--- src/rtl/css_sched_if.sv ---
// Bundle between css_sched, its requesters, the response consumer and the
// computation-storage datapath. The slave view belongs to the scheduler.
interface css_sched_if #(
   parameter int NUM_REQ    = 4,
   parameter int mem_width  = 8,
   parameter int mem_length = 8
);
   localparam int IDW = (NUM_REQ > 1) ? $clog2(NUM_REQ) : 1;

   logic [NUM_REQ-1:0]                 req_valid;
   logic [NUM_REQ-1:0]                 req_ready;
   logic [NUM_REQ-1:0][1:0]            req_cmd;
   logic [NUM_REQ-1:0][mem_length-1:0] req_addA;
   logic [NUM_REQ-1:0][mem_length-1:0] req_addB;
   logic [NUM_REQ-1:0][mem_length-1:0] req_addC;
   logic [NUM_REQ-1:0][mem_width-1:0]  req_data;

   logic                  rsp_valid;
   logic                  rsp_ready;
   logic [IDW-1:0]        rsp_id;
   logic [mem_width-1:0]  rsp_data;

   logic                  dp_en;
   logic [1:0]            cmd;
   logic [mem_length-1:0] addA;
   logic [mem_length-1:0] addB;
   logic [mem_length-1:0] addC;
   logic [mem_width-1:0]  DQ_i;
   logic [mem_width-1:0]  DQ_o;

   modport slave (
      input  req_valid, req_cmd, req_addA, req_addB, req_addC, req_data,
      output req_ready,
      output rsp_valid, rsp_id, rsp_data,
      input  rsp_ready,
      output dp_en, cmd, addA, addB, addC, DQ_i,
      input  DQ_o
   );

   modport master (
      output req_valid, req_cmd, req_addA, req_addB, req_addC, req_data,
      input  req_ready,
      input  rsp_valid, rsp_id, rsp_data,
      output rsp_ready,
      input  dp_en, cmd, addA, addB, addC, DQ_i,
      output DQ_o
   );
endinterface

--- src/rtl/css_sched.sv ---
// Round-robin scheduler: one command at a time from NUM_REQ requesters onto a
// shared computation-storage datapath, returning RD/ADD/SUB results tagged by id.
module css_sched #(
   parameter int NUM_REQ    = 4,
   parameter int mem_width  = 8,
   parameter int mem_length = 8,
   parameter int RSP_LAT    = 1
) (
   input logic        clk,
   input logic        rst,
   css_sched_if.slave bus
);
   localparam int IDW = (NUM_REQ > 1) ? $clog2(NUM_REQ) : 1;
   localparam int CW  = 3;
   localparam logic [1:0] CMD_WR = 2'b01;

   typedef enum logic [1:0] {IDLE, ISSUE, WAIT, RESP} state_e;

   state_e                state_q, state_d;
   logic [IDW-1:0]        last_q, last_d;
   logic [CW-1:0]         cnt_q, cnt_d;
   logic [1:0]            cmd_q, cmd_d;
   logic [mem_length-1:0] addA_q, addA_d, addB_q, addB_d, addC_q, addC_d;
   logic [mem_width-1:0]  data_q, data_d;
   logic [IDW-1:0]        id_q, id_d;
   logic [IDW-1:0]        rsp_id_q, rsp_id_d;
   logic [mem_width-1:0]  rsp_data_q, rsp_data_d;

   logic                  gnt_vld;
   logic [IDW-1:0]        gnt_idx;
   logic [IDW-1:0]        cand;
   logic                  accept;

   // Search starts one past the last grant so every requester waits at most NUM_REQ-1 grants.
   always_comb begin
      gnt_vld = 1'b0;
      gnt_idx = '0;
      cand    = '0;
      for (int off = 1; off <= NUM_REQ; off++) begin
         cand = IDW'((int'(last_q) + off) % NUM_REQ);
         if (!gnt_vld && bus.req_valid[cand]) begin
            gnt_vld = 1'b1;
            gnt_idx = cand;
         end
      end
   end

   // Accepting under reset would latch a command the reset is about to drop.
   assign accept = (state_q == IDLE) && gnt_vld && !rst;

   always_ff @(posedge clk) begin
      if (rst) begin
         state_q    <= IDLE;
         last_q     <= IDW'(NUM_REQ - 1);
         cnt_q      <= '0;
         cmd_q      <= '0;
         addA_q     <= '0;
         addB_q     <= '0;
         addC_q     <= '0;
         data_q     <= '0;
         id_q       <= '0;
         rsp_id_q   <= '0;
         rsp_data_q <= '0;
      end else begin
         state_q    <= state_d;
         last_q     <= last_d;
         cnt_q      <= cnt_d;
         cmd_q      <= cmd_d;
         addA_q     <= addA_d;
         addB_q     <= addB_d;
         addC_q     <= addC_d;
         data_q     <= data_d;
         id_q       <= id_d;
         rsp_id_q   <= rsp_id_d;
         rsp_data_q <= rsp_data_d;
      end
   end

   always_comb begin
      state_d    = state_q;
      last_d     = last_q;
      cnt_d      = cnt_q;
      cmd_d      = cmd_q;
      addA_d     = addA_q;
      addB_d     = addB_q;
      addC_d     = addC_q;
      data_d     = data_q;
      id_d       = id_q;
      rsp_id_d   = rsp_id_q;
      rsp_data_d = rsp_data_q;
      case (state_q)
         IDLE: begin
            if (accept) begin
               cmd_d   = bus.req_cmd[gnt_idx];
               addA_d  = bus.req_addA[gnt_idx];
               addB_d  = bus.req_addB[gnt_idx];
               addC_d  = bus.req_addC[gnt_idx];
               data_d  = bus.req_data[gnt_idx];
               id_d    = gnt_idx;
               last_d  = gnt_idx;
               state_d = ISSUE;
            end
         end
         ISSUE: begin
            if (cmd_q == CMD_WR) begin
               state_d = IDLE;
            end else begin
               cnt_d   = CW'(RSP_LAT);
               state_d = WAIT;
            end
         end
         WAIT: begin
            if (cnt_q == CW'(1)) begin
               rsp_data_d = bus.DQ_o;
               rsp_id_d   = id_q;
               cnt_d      = '0;
               state_d    = RESP;
            end else begin
               cnt_d = cnt_q - CW'(1);
            end
         end
         RESP: begin
            if (bus.rsp_ready) state_d = IDLE;
         end
         default: state_d = IDLE;
      endcase
   end

   always_comb begin
      bus.req_ready = '0;
      if (accept) bus.req_ready[gnt_idx] = 1'b1;
      bus.dp_en     = (state_q == ISSUE);
      bus.rsp_valid = (state_q == RESP);
      bus.rsp_id    = rsp_id_q;
      bus.rsp_data  = rsp_data_q;
      bus.cmd       = cmd_q;
      bus.addA      = addA_q;
      bus.addB      = addB_q;
      bus.addC      = addC_q;
      bus.DQ_i      = data_q;
   end
endmodule

--- src/flat_wrapper.sv ---
// flat-port wrapper written by rule: the top's interface ports become plain ports
module css_sched_flat 
#(
   parameter int NUM_REQ    = 4,
   parameter int mem_width  = 8,
   parameter int mem_length = 8,
   parameter int RSP_LAT    = 1
)
  (clk, rst, bus_req_valid, bus_req_cmd, bus_req_addA, bus_req_addB, bus_req_addC, bus_req_data, bus_req_ready, bus_rsp_valid, bus_rsp_id, bus_rsp_data, bus_rsp_ready, bus_dp_en, bus_cmd, bus_addA, bus_addB, bus_addC, bus_DQ_i, bus_DQ_o);
  css_sched_if #(.NUM_REQ(NUM_REQ), .mem_width(mem_width), .mem_length(mem_length)) bus_i ();
  input logic clk;
  input logic rst;
  input wire logic [$bits(bus_i.req_valid)-1:0] bus_req_valid;
  input wire logic [$bits(bus_i.req_cmd)-1:0] bus_req_cmd;
  input wire logic [$bits(bus_i.req_addA)-1:0] bus_req_addA;
  input wire logic [$bits(bus_i.req_addB)-1:0] bus_req_addB;
  input wire logic [$bits(bus_i.req_addC)-1:0] bus_req_addC;
  input wire logic [$bits(bus_i.req_data)-1:0] bus_req_data;
  output wire logic [$bits(bus_i.req_ready)-1:0] bus_req_ready;
  output wire logic [$bits(bus_i.rsp_valid)-1:0] bus_rsp_valid;
  output wire logic [$bits(bus_i.rsp_id)-1:0] bus_rsp_id;
  output wire logic [$bits(bus_i.rsp_data)-1:0] bus_rsp_data;
  input wire logic [$bits(bus_i.rsp_ready)-1:0] bus_rsp_ready;
  output wire logic [$bits(bus_i.dp_en)-1:0] bus_dp_en;
  output wire logic [$bits(bus_i.cmd)-1:0] bus_cmd;
  output wire logic [$bits(bus_i.addA)-1:0] bus_addA;
  output wire logic [$bits(bus_i.addB)-1:0] bus_addB;
  output wire logic [$bits(bus_i.addC)-1:0] bus_addC;
  output wire logic [$bits(bus_i.DQ_i)-1:0] bus_DQ_i;
  input wire logic [$bits(bus_i.DQ_o)-1:0] bus_DQ_o;
  assign bus_i.req_valid = bus_req_valid;
  assign bus_i.req_cmd = bus_req_cmd;
  assign bus_i.req_addA = bus_req_addA;
  assign bus_i.req_addB = bus_req_addB;
  assign bus_i.req_addC = bus_req_addC;
  assign bus_i.req_data = bus_req_data;
  assign bus_req_ready = bus_i.req_ready;
  assign bus_rsp_valid = bus_i.rsp_valid;
  assign bus_rsp_id = bus_i.rsp_id;
  assign bus_rsp_data = bus_i.rsp_data;
  assign bus_i.rsp_ready = bus_rsp_ready;
  assign bus_dp_en = bus_i.dp_en;
  assign bus_cmd = bus_i.cmd;
  assign bus_addA = bus_i.addA;
  assign bus_addB = bus_i.addB;
  assign bus_addC = bus_i.addC;
  assign bus_DQ_i = bus_i.DQ_i;
  assign bus_i.DQ_o = bus_DQ_o;
  css_sched #(.NUM_REQ(NUM_REQ), .mem_width(mem_width), .mem_length(mem_length), .RSP_LAT(RSP_LAT)) u_core (.clk(clk), .rst(rst), .bus(bus_i));
endmodule
--- config.mk ---
export PLATFORM = sky130hd
export DESIGN_NAME = css_sched_flat
export DESIGN_NICKNAME = d
export VERILOG_FILES = /design/src/rtl/css_sched_if.sv /design/src/rtl/css_sched.sv /design/src/flat_wrapper.sv
export SDC_FILE = /design/constraint.sdc
export NUM_CORES = 1
export LEC_CHECK = 0
export CAP_MARGIN = 20
export CELL_PAD_IN_SITES_DETAIL_PLACEMENT = 2
export CELL_PAD_IN_SITES_GLOBAL_PLACEMENT = 2
export CORE_MARGIN = 1
export CORE_UTILIZATION = 21
export CTS_BUF_LIST = sky130_fd_sc_hd__clkbuf_8
export DETAILED_ROUTE_END_ITERATION = 6
export GPL_TIMING_DRIVEN = 0
export PLACE_DENSITY = 0.84
export SLEW_MARGIN = 40
export SYNTH_ARGS = -nofsm -noshare
export SYNTH_HDL_FRONTEND = slang
export SYNTH_SLANG_ARGS = --single-unit
--- constraint.sdc ---
create_clock -name clk -period 6.08 [get_ports clk]
set_clock_uncertainty 0.2 [all_clocks]
set_input_delay 0.912 -clock clk [delete_from_list [all_inputs] [get_ports clk]]
set_output_delay 0.912 -clock clk [all_outputs]
set_load 0.01 [all_outputs]
After elaboration in Yosys (flattened, before gate mapping)
Cells that the tools add are included.

Register bits: 53. Output and inout bits: 50.

Add/sub/neg operators: 5. $lt $le $gt $ge: 6. Equal/unequal tests: 9. Multiplexer cells: 37. Reductions and logical operators: 16.

Operator list (count): 8-bit binary-select mux with 2-bit select (4); 8-bit two-way mux (4); 2-bit two-way mux (9); 2-bit by 3-bit < comparator with 1-bit output, second input constant (5); 1-bit two-way mux (9); 1-bit binary-select mux with 2-bit select (4); 2-bit case mux with 4 select lines (1); 1-bit logical AND (6); 3-bit two-way mux (2); 2-bit by 1-bit != test with 1-bit output, second input constant (3); 3-bit case mux with 2 select lines (1); 2-bit AND reduction (3); 2-bit by 1-bit adder with 2-bit output, second input constant (2); 2-bit adder, second input constant (2); 2-bit binary-select mux with 2-bit select (1); 2-bit by 1-bit == test with 1-bit output, second input constant (2); 2-bit == test, second input constant (2); 1-bit zero test (4); 4-bit two-way mux (1); 3-bit by 1-bit == test with 1-bit output, second input constant (1); 3-bit AND reduction (1); 3-bit by 1-bit subtractor with 3-bit output, second input constant (1); 1-bit demux with 2-bit select (1); 2-bit by 1-bit greater-or-equal comparator with 1-bit output, second input constant (1); 3 further kinds (3).

Logic depth before layout (Yosys ltp)
Gate-level depths: netlist of run 1.

Depth after elaboration: 18. Depth in mapped cells: 8. Depth with buffers taken out: 6.

Least setup slack after synthesis of run 1
No wires, ideal clock.

Path kind: input to output. Start point: input port bus_req_valid[2]. End point: output port bus_req_ready[0]. Arrival time: 2067 ps. Slack: 2901 ps. Stages on the path: 6. Buffers on the path: 2. Cells stage by stage: nor4_1 > or3_1 > or3_1 > buf_2 > buf_2 > nor2_1.

Longest elaborated chain between the ends: 17. Elaborated cells on any way between the ends: 30.

RTL lines: start: declaration (line flat_wrapper.sv:13) `input wire logic [$bits(bus_i.req_valid)-1:0] bus_req_valid;`; 1-bit binary-select mux with 2-bit select (line css_sched.sv:41) `if (!gnt_vld && bus.req_valid[cand]) begin`; 1-bit two-way mux (implied by the code) (line css_sched.sv:41); 1-bit two-way mux (line css_sched.sv:41); 1-bit zero test (line css_sched.sv:41); 1-bit logical AND (line css_sched.sv:41); 1-bit two-way mux (line css_sched.sv:41); 1-bit zero test (line css_sched.sv:41); 1-bit logical AND (line css_sched.sv:41); 1-bit two-way mux (line css_sched.sv:41); 1-bit zero test (line css_sched.sv:41); 1-bit logical AND (line css_sched.sv:41); 2-bit two-way mux (line css_sched.sv:41); 2-bit by 3-bit < comparator with 1-bit output (implied by the code) / 2-bit by 1-bit greater-or-equal comparator with 1-bit output (equally long branches) (line css_sched.sv:131) `if (accept) bus.req_ready[gnt_idx] = 1'b1;`; 1-bit logical AND (implied by the code) (line css_sched.sv:131); 1-bit two-way mux (implied by the code) (line css_sched.sv:131); 1-bit demux with 2-bit select; 4-bit two-way mux * (line css_sched.sv:131); end: declaration (line flat_wrapper.sv:19) `output wire logic [$bits(bus_i.req_ready)-1:0] bus_req_ready;`.

Every way passes the cells marked *; elsewhere a longest branch is shown, timed or not. The select of a mux whose other input is x is not followed.

Worst setup path after layout of run 1
Start point: input port bus_req_valid[0]. End point: output port bus_req_ready[2].

Same word-level chain as after synthesis.

==> results of run 1 <==
[synth_stat cells, drive strengths merged]
| library cell | number |
|---|---|
| dfxtp | 53 |
| a21oi | 47 |
| o21ai | 35 |
| nand3 | 34 |
| a221o | 33 |
| mux2 | 33 |
| nand2 | 28 |
| clkbuf | 20 |
| nor2 | 18 |
| buf | 10 |
| and2 | 4 |
| inv | 4 |
| mux2i | 3 |
| nor2b | 3 |
| a2bb2oi | 2 |
| ha | 2 |
| nand2b | 2 |
| nor3 | 2 |
| o21bai | 2 |
| or3 | 2 |
| a211oi | 1 |
| a21boi | 1 |
| a21o | 1 |
| a31oi | 1 |
| and2b | 1 |
| nand3b | 1 |
| nor4 | 1 |
| o21ba | 1 |
| o221ai | 1 |
| o2bb2ai | 1 |
| o31a | 1 |
[through the flow]
stage                     hold slack (ns)  cell area [sq um]  utilization (%)
after global placement              0.242               5300             37.6
after CTS                           0.274               5390             38.2
after floorplan                     0.223               3070                -
final                               0.268               5390             38.2
after detailed placement            0.257               5300             37.6
after global routing                0.296               5390             38.2
[critical path, cell delays in order]
cell and delay (ns):
clkdlybuf4s50_1 0.56, and2b_4 0.24, o21bai_1 0.53, clkbuf_1 0.45, nand2_1 0.20, nor2_1 0.16, clkdlybuf4s50_1 0.56
[area by class of cell]
| cell class | instances | area (sq um) |
|---|---|---|
| inverter | 4 | 15.0 |
| clock inverter | 3 | 25.0 |
| sequential | 53 | 1060 |
| buffer | 30 | 150 |
| clock buffer | 5 | 68.8 |
| multi-input combinational | 261 | 1840 |
| timing repair buffer | 200 | 2000 |
| tap | 180 | 225 |
| fill | 1586 | 8700 |
[path summary, 6_finish.rpt]
check / startpoint / to / slack, ns / cells after the start
worst min register to register: u_core.bus.rsp_data[4] / u_core.bus.rsp_data[4] / 0.27 / 2
worst max register to register: u_core.last_q[1] / u_core.bus.addB[7] / 3.56 / 7
worst min-delay path: u_core.bus.rsp_data[4] / u_core.bus.rsp_data[4] / 0.27 / 2
worst max-delay path: bus_req_valid[0] / bus_req_ready[2] / 1.36 / 7
[power groups by stage]
stage | sequential [mW] | clock [mW] | combinational, mW
4_1_cts | 0.534 | 0.245 | 0.937
2_1_floorplan | 0.567 | 0 | 0.444
5_1_grt | 0.546 | 0.254 | 0.998
3_3_place_gp | 0.533 | 0 | 0.899
3_5_place_dp | 0.541 | 0 | 0.933
6_report | 0.533 | 0.232 | 0.919
[per-layer routing]
layer	vias to the layer above	GRT usage (%)	share of wire (%)
met2	136	35.8	53
li1	1708	-	-
met3	13	6.13	7.4
met1	1763	20.8	38
met4	0	4.65	1.6
met5	-	0	0
[registers in the layout (all words and copies together) (netlist names), named ones only]
name	count
u_core.bus.DQ_i	8
u_core.bus.rsp_id	2
u_core.id_q	2
u_core.cnt_q	3
u_core.bus.addA	8
u_core.bus.addC	8
u_core.state_q	1
u_core.bus.addB	8
u_core.bus.cmd	2
u_core.bus.rsp_data	8
u_core.last_q	2
[cell families after synthesis]
logic type	share of synthesized area [%]
AO/OA/AOI/OAI	28.1
AND/OR/NAND/NOR	14.8
flip-flops	34.6
multiplexers	16.4
buffers and inverters	5.38
adder cells (fa/ha/maj)	0.815
==> out/qor.log, run 1 <==
[outcome] result of the run complete, no violations
[grt] number of antenna violations at the first check in global routing 0
[worst_setup_path] classification of the worst setup path input port to primary output
[yosys] number of unique standard cell types used by synthesis 36
[route] number of detailed-route iterations in the first pass 4
[timing] final period utilization 77.6%
[clock_tree] CTS Root Buffer Type clkbuf_8
[placed_design] detailed placer's ending HPWL 11.4 mm
[timing] smallest setup slack after layout 1.36 ns
[yosys] cells after synthesis 348
[power] proportion of total power due to net switching 38.7%
[power] leakage power 2.02 nW
[placed_design] number of cells after detailed placement 728
[clock_tree] Num CTS Buffers 5
[layout] fin cells 736
[grt] via count of the first global-routing pass 4149
[timing] worst-case headroom to the max-slew limit 51.7%
[power] sequential share of power 31.6%
[power] worst ir drop on vdd 100 uV
[route] average wire per cell in the routed design 19.4 um
[clock_tree] Reg clk slew, reported paths 0.12 ns
[layout] most frequent cells in the layout clkdlybuf4s50_1, dfxtp_1, a21oi_1
[worst_setup_path] WP data arrival 3.61 ns
[yosys] synthesized area per cell 8.82 sq um
[timing] final hold violations 0
[die] boundary pin count 201
[timing] actual transition at the worst max-transition pin 0.721 ns
[grt] Total Routing Usage GR 19.2%
[timing] final sum of negative setup slack 0 ns
[die] initial standard-cell utilization of the core 21.8%
[power] Internal Power 1.03 mW
[die] Die Span X 123 um
[worst_setup_path] startpoint class of the critical path input port
[layout] number of antenna repair diodes 0
[route] via count normalized by instance count 4.92
[power] Clock Power Share 13.8%
[layout] synth-to-layout area growth 75.6%
[route] post-detailed-route DRC marker count 0
[clock_tree] clock network latency to the later pin of the worst-skew pair 0.34 ns
[die] die area 0.0151 sq mm
[clock_tree] post_cts resized 0
[clock_tree] CTS Sinks 53
[timing] final-report setup violation count 0
[clock_tree] CTS tree done
[timing] setup repair after global routing missed its margin no
[die] DIE HEIGHT 123 um
[worst_setup_path] Crit Path Max Fanout 10
[placed_design] routability-driven placement congestion ratio 0.735
[grt] residual overflow from global routing 0
[power] net load switching power 0.652 mW
[timing] number of max-slew violations in the final report 0
[clock_tree] total number of H-tree levels 2
[flow_run] number of max-capacitance violations reported 0
[layout] most common cell after layout, fill and taps aside clkdlybuf4s50_1
[route] initial drt markers 114
[power] fraction of power consumed by combinational cells 54.6%
[clock_tree] hold buffer count at CTS 0
[yosys] ranking of synthesized cells by area dfxtp_1, mux2_4, a221o_1
[worst_setup_path] Req. time, crit path 4.97 ns
[grt] first-pass GRT wire length 21.9 mm
[yosys] share of the synthesized area in the top cell type 34.6%
[route] total routed wirelength 14.3 mm
[layout] proportion of layout cells with a drive suffix above 1 10.3%
[timing] time the worst path needs with I/O delays and setup 4.72 ns
[worst_setup_path] type of element capturing the critical path primary output
[power] overall power consumption 1.68 mW
[clock_tree] count of buffers added by post-CTS timing repair for setup 0
[yosys] Synthesis Warnings 0
[power] power density normalized to cell area 312 mW/mm^2
[die] core area 0.0141 sq mm
[grt] maximum number of pins on one net before global-route repair 19
[route] Antenna Violating Nets Remaining 0
[clock_tree] number of buffers on the longest clock path 2
[timing] fmax 212 MHz
[yosys] total of flip-flops plus latches after synthesis 53
[die] row count 43
[placed_design] worst slack, placed 1.34 ns
[yosys] Post-Synthesis Net Count 501
[layout] final net count 708
[hold_path] classification of the worst-slack hold path register to register
[route] total via count after detailed routing 3620
[yosys] cell type with the largest total area after synthesis dfxtp_1
[yosys] sequential fraction of the synthesis area 34.6%
[yosys] Netlist Area Pre-Place 0.00307 sq mm
[placed_design] Port Buf Inserts 200
Note: power is estimated with default switching activity, not from simulation.
==> inputs of run 2 (changes only) <==
CORE_UTILIZATION = 18   (was 21)
PLACE_DENSITY = 0.77   (was 0.84)
clock period = 4.3 ns   (was 6.08 ns; I/O delays follow)
==> out/qor.log, run 2 (synthesized netlist as in run 1, its figures left out) <==
[layout] Design Area, Final 0.00547 sq mm [was 0.00539 sq mm]
[clock_tree] number of buffers on the longest clock path 2 [unchanged]
[timing] time the worst path needs with I/O delays and setup 3.99 ns
[route] post-detailed-route DRC marker count 0 [unchanged]
[worst_setup_path] startpoint class of the critical path input port [unchanged]
[timing] setup repair after global routing missed its margin no [unchanged]
[clock_tree] Reg clk slew, reported paths 0.11 ns [was 0.12 ns]
[worst_setup_path] Req. time, crit path 3.45 ns [was 4.97 ns]
[die] row count 47 [was 43]
[flow_run] number of max-capacitance violations reported 0 [unchanged]
[worst_setup_path] Crit Path Max Fanout 10 [unchanged]
[power] leakage power 2.03 nW [was 2.02 nW]
[die] core area 0.0166 sq mm [was 0.0141 sq mm]
[die] Die Span X 133 um [was 123 um]
[hold_path] launch instance of the worst min-delay path u_core.id_q[0] [was u_core.bus.rsp_data[4]]
[timing] final period utilization 92.9%
[die] initial standard-cell utilization of the core 18.4% [was 21.8%]
[clock_tree] CTS Sinks 53 [unchanged]
[timing] final-report setup violation count 0 [unchanged]
[route] total via count after detailed routing 3588 [was 3620]
[timing] worst-case headroom to the max-slew limit 57.2% [was 51.7%]
[clock_tree] CTS Root Buffer Type clkbuf_8 [unchanged]
[placed_design] number of cells after detailed placement 768 [was 728]
[hold_path] Worst Hold Endpoint u_core.bus.rsp_id[0] [was u_core.bus.rsp_data[4]]
[worst_setup_path] Register-to-Register Path Depth 7 [unchanged]
[timing] final hold violations 0 [unchanged]
[route] Antenna Violating Nets Remaining 0 [unchanged]
[outcome] result of the run complete, no violations [unchanged]
[layout] most frequent cells in the layout clkdlybuf4s50_1, dfxtp_1, a21oi_1 [unchanged]
[clock_tree] total number of H-tree levels 2 [unchanged]
[placed_design] routability-driven placement congestion ratio 0.787 [was 0.735]
[grt] maximum number of pins on one net before global-route repair 18 [was 19]
[placed_design] DP Area 0.00535 sq mm [was 0.00530 sq mm]
[worst_setup_path] register-to-register setup slack 1.70 ns [was 3.56 ns]
[grt] residual overflow from global routing 0 [unchanged]
[route] via count normalized by instance count 4.62 [was 4.92]
[hold_path] Hold Path Cell Cnt 2 [unchanged]
[power] worst ir drop on vdd 153 uV [was 100 uV]
[layout] proportion of layout cells with a drive suffix above 1 10.6% [was 10.3%]
[clock_tree] count of buffers added by post-CTS timing repair for setup 0 [unchanged]
[grt] first-pass GRT wire length 22.5 mm [was 21.9 mm]
[layout] number of antenna repair diodes 0 [unchanged]
[grt] number of antenna violations at the first check in global routing 0 [unchanged]
[worst_setup_path] classification of the worst setup path input port to primary output [unchanged]
[layout] final net count 708 [unchanged]
[placed_design] Port Buf Inserts 200 [unchanged]
[timing] fmax 250 MHz
[grt] Total Routing Usage GR 16.5% [was 19.2%]
[route] initial drt markers 71 [was 114]
[hold_path] classification of the worst-slack hold path register to register [unchanged]
[timing] actual transition at the worst max-transition pin 0.637 ns [was 0.721 ns]
[timing] final sum of negative setup slack 0 ns [unchanged]
[route] number of detailed-route iterations in the first pass 4 [unchanged]
[worst_setup_path] reg2reg start u_core.last_q[1] [unchanged]
[layout] synth-to-layout area growth 78.1% [was 75.6%]
[layout] number of fill cells 1890 [was 1586]
[power] overall power consumption 2.45 mW [was 1.68 mW]
[timing] number of max-slew violations in the final report 0 [unchanged]
[worst_setup_path] type of element capturing the critical path primary output [unchanged]
[layout] most common cell after layout, fill and taps aside clkdlybuf4s50_1 [unchanged]
[clock_tree] clock network latency to the later pin of the worst-skew pair 0.34 ns [about the same]
[route] total routed wirelength 14.4 mm [was 14.3 mm]
[route] average wire per cell in the routed design 18.5 um [was 19.4 um]
[grt] via count of the first global-routing pass 4071 [was 4149]
[worst_setup_path] Worst R2R End u_core.bus.addB[7] [unchanged]
[clock_tree] Num CTS Buffers 5 [unchanged]
[die] die area 0.0176 sq mm [was 0.0151 sq mm]
[clock_tree] CTS tree done [unchanged]
[power] power density normalized to cell area 447 mW/mm^2 [was 312 mW/mm^2]
[layout] fin cells 776 [was 736]
[worst_setup_path] WP data arrival 3.15 ns [was 3.61 ns]
[die] boundary pin count 201 [unchanged]
[die] DIE HEIGHT 133 um [was 123 um]
[placed_design] detailed placer's ending HPWL 11.4 mm [about the same]
==> run 2: power breakdown <==
| group | internal (mW) | switching, mW |
|---|---|---|
| Combinational | 0.693 | 0.616 |
| Clock | 0.175 | 0.209 |
| Sequential | 0.648 | 0.107 |
==> run 2: critical path: stages <==
cell	delay, ns
clkdlybuf4s50_1	0.49
mux2i_2	0.30
a2bb2oi_2	0.35
clkbuf_1	0.45
nand2_1	0.20
nor2_1	0.15
clkdlybuf4s50_1	0.56
==> run 2: final cells by class <==
| class | instances | area (sq um) | share of cell area [%] |
|---|---|---|---|
| Buffer | 30 | 150 | 2.75 |
| Clock buffer | 5 | 68.8 | 1.26 |
| Clock inverter | 3 | 46.3 | 0.846 |
| Inverter | 4 | 15.0 | 0.275 |
| Multi-Input combinational cell | 261 | 1850 | 33.8 |
| Sequential cell | 53 | 1060 | 19.4 |
| Tap cell | 220 | 275 | 5.03 |
| Timing Repair Buffer | 200 | 2000 | 36.6 |
==> run 2: worst max-delay path by stage <==
stage | endpoint | from | slack, ns
6_report | bus_req_ready[2] | bus_req_valid[3] | 0.31
5_1_grt | bus_req_ready[0] | bus_req_valid[1] | 0.1
4_1_cts | bus_req_ready[2] | bus_req_valid[0] | 0.1
3_5_place_dp | bus_req_ready[2] | bus_req_valid[0] | 0.11
3_3_place_gp | bus_req_ready[2] | bus_req_valid[0] | 0.15
2_1_floorplan | bus_req_ready[0] | bus_req_valid[2] | 1.66
==> run 2: per-layer routing <==
| metal | vias to the layer above | GRT usage (%) | share of wire, % |
|---|---|---|---|
| met2 | 137 | 30.5 | 51 |
| met1 | 1726 | 18.3 | 41 |
| met4 | 0 | 3.64 | 1.3 |
| li1 | 1715 | - | - |
| met3 | 10 | 5.17 | 7.0 |
| met5 | - | 0 | 0 |
==> run 2: what timing repair did <==
action,in CTS,in global routing
hold buffers,0,0
setup endpoints to repair,0,2
resized for setup,0,1
==> run 2: through the flow <==
step	utilization (%)	worst slack [ns]	hold slack (ns)
after global placement	32.1	0.155	0.243
after floorplan	-	1.66	0.223
after detailed placement	32.1	0.108	0.254
after CTS	32.8	0.0999	0.270
after global routing	32.9	0.0992	0.289
final	32.9	0.306	0.266
==> inputs of run 3 (changes only) <==
ABC_AREA = 1   (was not set)
CORE_ASPECT_RATIO = 1.1   (was not set)
CORE_UTILIZATION = 17   (was 18)
GPL_ROUTABILITY_DRIVEN = 0   (was not set)
PLACE_DENSITY = 0.76   (was 0.77)
==> out/qor.log, run 3 <==
[worst_setup_path] Register-to-Register Path Depth 17 [was 7]
[timing] final period utilization 93.7% [was 92.9%]
[layout] proportion of layout cells with a drive suffix above 1 9.69% [was 10.6%]
[layout] number of antenna repair diodes 0 [unchanged]
[yosys] ranking of synthesized cells by area nand2_1, dfxtp_1, nand3_1 [was dfxtp_1, mux2_4, a221o_1]
[die] die area 0.0222 sq mm [was 0.0176 sq mm]
[die] boundary pin count 201 [unchanged]
[timing] final-layout worst hold slack 0.260 ns [was 0.266 ns]
[route] Antenna Violating Nets Remaining 0 [unchanged]
[yosys] library cell with the highest instance count after synthesis nand2_1 [was dfxtp_1]
[hold_path] launch instance of the worst min-delay path u_core.bus.addA[2] [was u_core.id_q[0]]
[power] leakage power 2.93 nW [was 2.03 nW]
[clock_tree] count of buffers added by post-CTS timing repair for setup 0 [unchanged]
[die] row count 56 [was 47]
[worst_setup_path] Crit Path Max Fanout 10 [unchanged]
[grt] maximum number of pins on one net before global-route repair 19 [was 18]
[layout] Post-Route Utilization 28.7% [was 32.9%]
[yosys] EDFF count, synth 0 [unchanged]
[die] Die Span X 142 um [was 133 um]
[clock_tree] CTS tree done [unchanged]
[yosys] Netlist Area Pre-Place 0.00368 sq mm [was 0.00307 sq mm]
[yosys] synthesized area per cell 5.84 sq um [was 8.82 sq um]
[yosys] most frequent cells after synthesis nand2_1, nand3_1, dfxtp_1, nor2_1, buf_2 [was dfxtp_1, a21oi_1, o21ai_0, nand3_1, a221o_1]
[clock_tree] Reg clk slew, reported paths 0.10 ns [was 0.11 ns]
[yosys] number of unique standard cell types used by synthesis 29 [was 36]
[timing] final sum of negative setup slack 0 ns [unchanged]
[clock_tree] clock network latency to the later pin of the worst-skew pair 0.33 ns [was 0.34 ns]
[timing] final hold violations 0 [unchanged]
[worst_setup_path] register-to-register setup slack 1.74 ns [was 1.70 ns]
[die] initial standard-cell utilization of the core 17.3% [was 18.4%]
[yosys] cell type with the largest total area after synthesis nand2_1 [was dfxtp_1]
[layout] synth-to-layout area growth 66.5% [was 78.1%]
[worst_setup_path] startpoint class of the critical path input port [unchanged]
[power] power density normalized to cell area 762 mW/mm^2 [was 447 mW/mm^2]
[yosys] cells after synthesis 630 [was 348]
[route] post-detailed-route DRC marker count 0 [unchanged]
[timing] fmax 248 MHz [was 250 MHz]
[yosys] Top FF cell, synth dfxtp_1 [unchanged]
[outcome] result of the run complete, no violations [unchanged]
[route] via count normalized by instance count 4.17 [was 4.62]
[route] total routed wirelength 17.7 mm [was 14.4 mm]
[timing] actual transition at the worst max-transition pin 0.554 ns [was 0.637 ns]
[grt] residual overflow from global routing 0 [unchanged]
[layout] most frequent cells in the layout nand2_1, clkdlybuf4s50_1, nand3_1 [was clkdlybuf4s50_1, dfxtp_1, a21oi_1]
[grt] via count of the first global-routing pass 5144 [was 4071]
[placed_design] Port Buf Inserts 199 [was 200]
[clock_tree] Num CTS Buffers 5 [unchanged]
[worst_setup_path] Worst R2R End u_core.bus.DQ_i[6] [was u_core.bus.addB[7]]
[clock_tree] CTS Root Buffer Type clkbuf_8 [unchanged]
[yosys] share of the synthesized area in the top cell type 38.5% [was 34.6%]
[worst_setup_path] classification of the worst setup path input port to primary output [unchanged]
[clock_tree] CTS Sinks 53 [unchanged]
[layout] FF/Latch Area 0.00106 sq mm [unchanged]
[layout] final net count 988 [was 708]
[hold_path] Hold Path Cell Cnt 2 [unchanged]
[timing] setup repair after global routing missed its margin no [unchanged]
[route] number of detailed-route iterations in the first pass 4 [unchanged]
[die] DIE HEIGHT 156 um [was 133 um]
[yosys] sequential fraction of the synthesis area 28.9% [was 34.6%]
[worst_setup_path] WP data arrival 3.18 ns [was 3.15 ns]
[grt] first-pass GRT wire length 27.8 mm [was 22.5 mm]
[die] core area 0.0213 sq mm [was 0.0166 sq mm]
[power] worst ir drop on vdd 294 uV [was 153 uV]
[timing] final-report setup violation count 0 [unchanged]
[timing] worst-case headroom to the max-slew limit 63.1% [was 57.2%]
[layout] number of fill cells 2630 [was 1890]
[route] total via count after detailed routing 4695 [was 3588]
[grt] Total Routing Usage GR 16.4% [was 16.5%]
[grt] number of antenna violations at the first check in global routing 1 [was 0]
[yosys] share of async-settable or async-resettable flops after synthesis 0% [unchanged]
[layout] most common cell after layout, fill and taps aside nand2_1 [was clkdlybuf4s50_1]
[flow_run] number of max-capacitance violations reported 0 [unchanged]
[timing] time the worst path needs with I/O delays and setup 4.03 ns [was 3.99 ns]
[yosys] Synthesis Warnings 0 [unchanged]
[clock_tree] number of buffers on the longest clock path 2 [unchanged]
[yosys] Post-Synthesis Net Count 783 [was 501]
[clock_tree] total number of H-tree levels 2 [unchanged]
[layout] combined area of the multi-input logic cells 0.00230 sq mm [was 0.00185 sq mm]
[placed_design] detailed placer's ending HPWL 14.0 mm [was 11.4 mm]
[clock_tree] post_cts resized 0 [unchanged]
[route] average wire per cell in the routed design 15.7 um [was 18.5 um]
[worst_setup_path] type of element capturing the critical path primary output [unchanged]
[worst_setup_path] Req. time, crit path 3.45 ns [about the same]
[timing] number of max-slew violations in the final report 0 [unchanged]
[route] initial drt markers 79 [was 71]
[hold_path] Worst Hold Endpoint u_core.bus.addA[2] [was u_core.bus.rsp_id[0]]
[clock_tree] hold buffer count at CTS 0 [unchanged]
[worst_setup_path] reg2reg start u_core.last_q[1] [unchanged]
[hold_path] classification of the worst-slack hold path register to register [unchanged]
[yosys] total of flip-flops plus latches after synthesis 53 [unchanged]
run 3: layout make-up:
| type | count | share of cell area (%) |
|---|---|---|
| multi-input cells | 520 | 37.5 |
| repair buffers | 199 | 32.5 |
| flip-flops and latches | 53 | 17.3 |
| well taps | 290 | 5.93 |
| plain buffers | 36 | 3.78 |
| inverters | 20 | 1.35 |
| clock buffers | 5 | 1.12 |
| clock inverters | 3 | 0.409 |
run 3: how the worst max path moves through the flow:
stage | to | cells past startpoint | start
after floorplan | bus_req_ready[0] | 11 | bus_req_valid[2]
after global placement | bus_req_ready[1] | 15 | bus_req_valid[2]
after detailed placement | bus_req_ready[0] | 13 | bus_req_valid[1]
after CTS | bus_req_ready[0] | 13 | bus_req_valid[1]
after global routing | bus_req_ready[1] | 12 | bus_req_valid[2]
final | bus_req_ready[0] | 13 | bus_req_valid[1]
run 3: worst max-delay path, cell delays in order:
cell and delay (ns):
clkdlybuf4s50_1 0.50, nand2_1 0.09, nand2_1 0.08, nand2_1 0.05
nand2_1 0.13, nor2_4 0.06, nand3_1 0.07, nand3_1 0.11
nor2_4 0.33, inv_4 0.14, buf_4 0.22, nor4_2 0.16
clkdlybuf4s50_1 0.58
run 3: cells by family (layout without fill, tap and decap cells):
group,count (synthesis),count (layout),synth area share [%]
fa+ha+maj,2,2,0.680
flops,53,53,28.9
simple gates,492,492,57.8
compound gates,25,25,3.71
buf+inv,57,263,8.68
xor+xnor,1,1,0.238
run 3: per-layer routing:
layer	part of all wire (%)	GRT usage, %
met5	0.062	0
met4	0.97	2.76
met3	5.3	4.01
met2	50	29.8
met1	44	19.5
run 3: power by group:
| group | total [mW] | switching [mW] | internal, mW |
|---|---|---|---|
| clock | 0.321 | 0.203 | 0.118 |
| combinational | 3.63 | 2.34 | 1.29 |
| sequential | 0.709 | 0.0782 | 0.631 |
run 3: per-stage QoR:
stage | std cells | instance area, sq um | total power [mW] | setup slack, ns
after floorplan | 630 | 3680 | 3.10 | 1.61
after global placement | 1119 | 6030 | 4.43 | 0.210
after detailed placement | 1119 | 6030 | 4.50 | 0.173
after CTS | 1127 | 6130 | 4.84 | 0.166
after global routing | 1126 | 6120 | 5.25 | 0.0190
final | 1126 | 6120 | 4.66 | 0.272
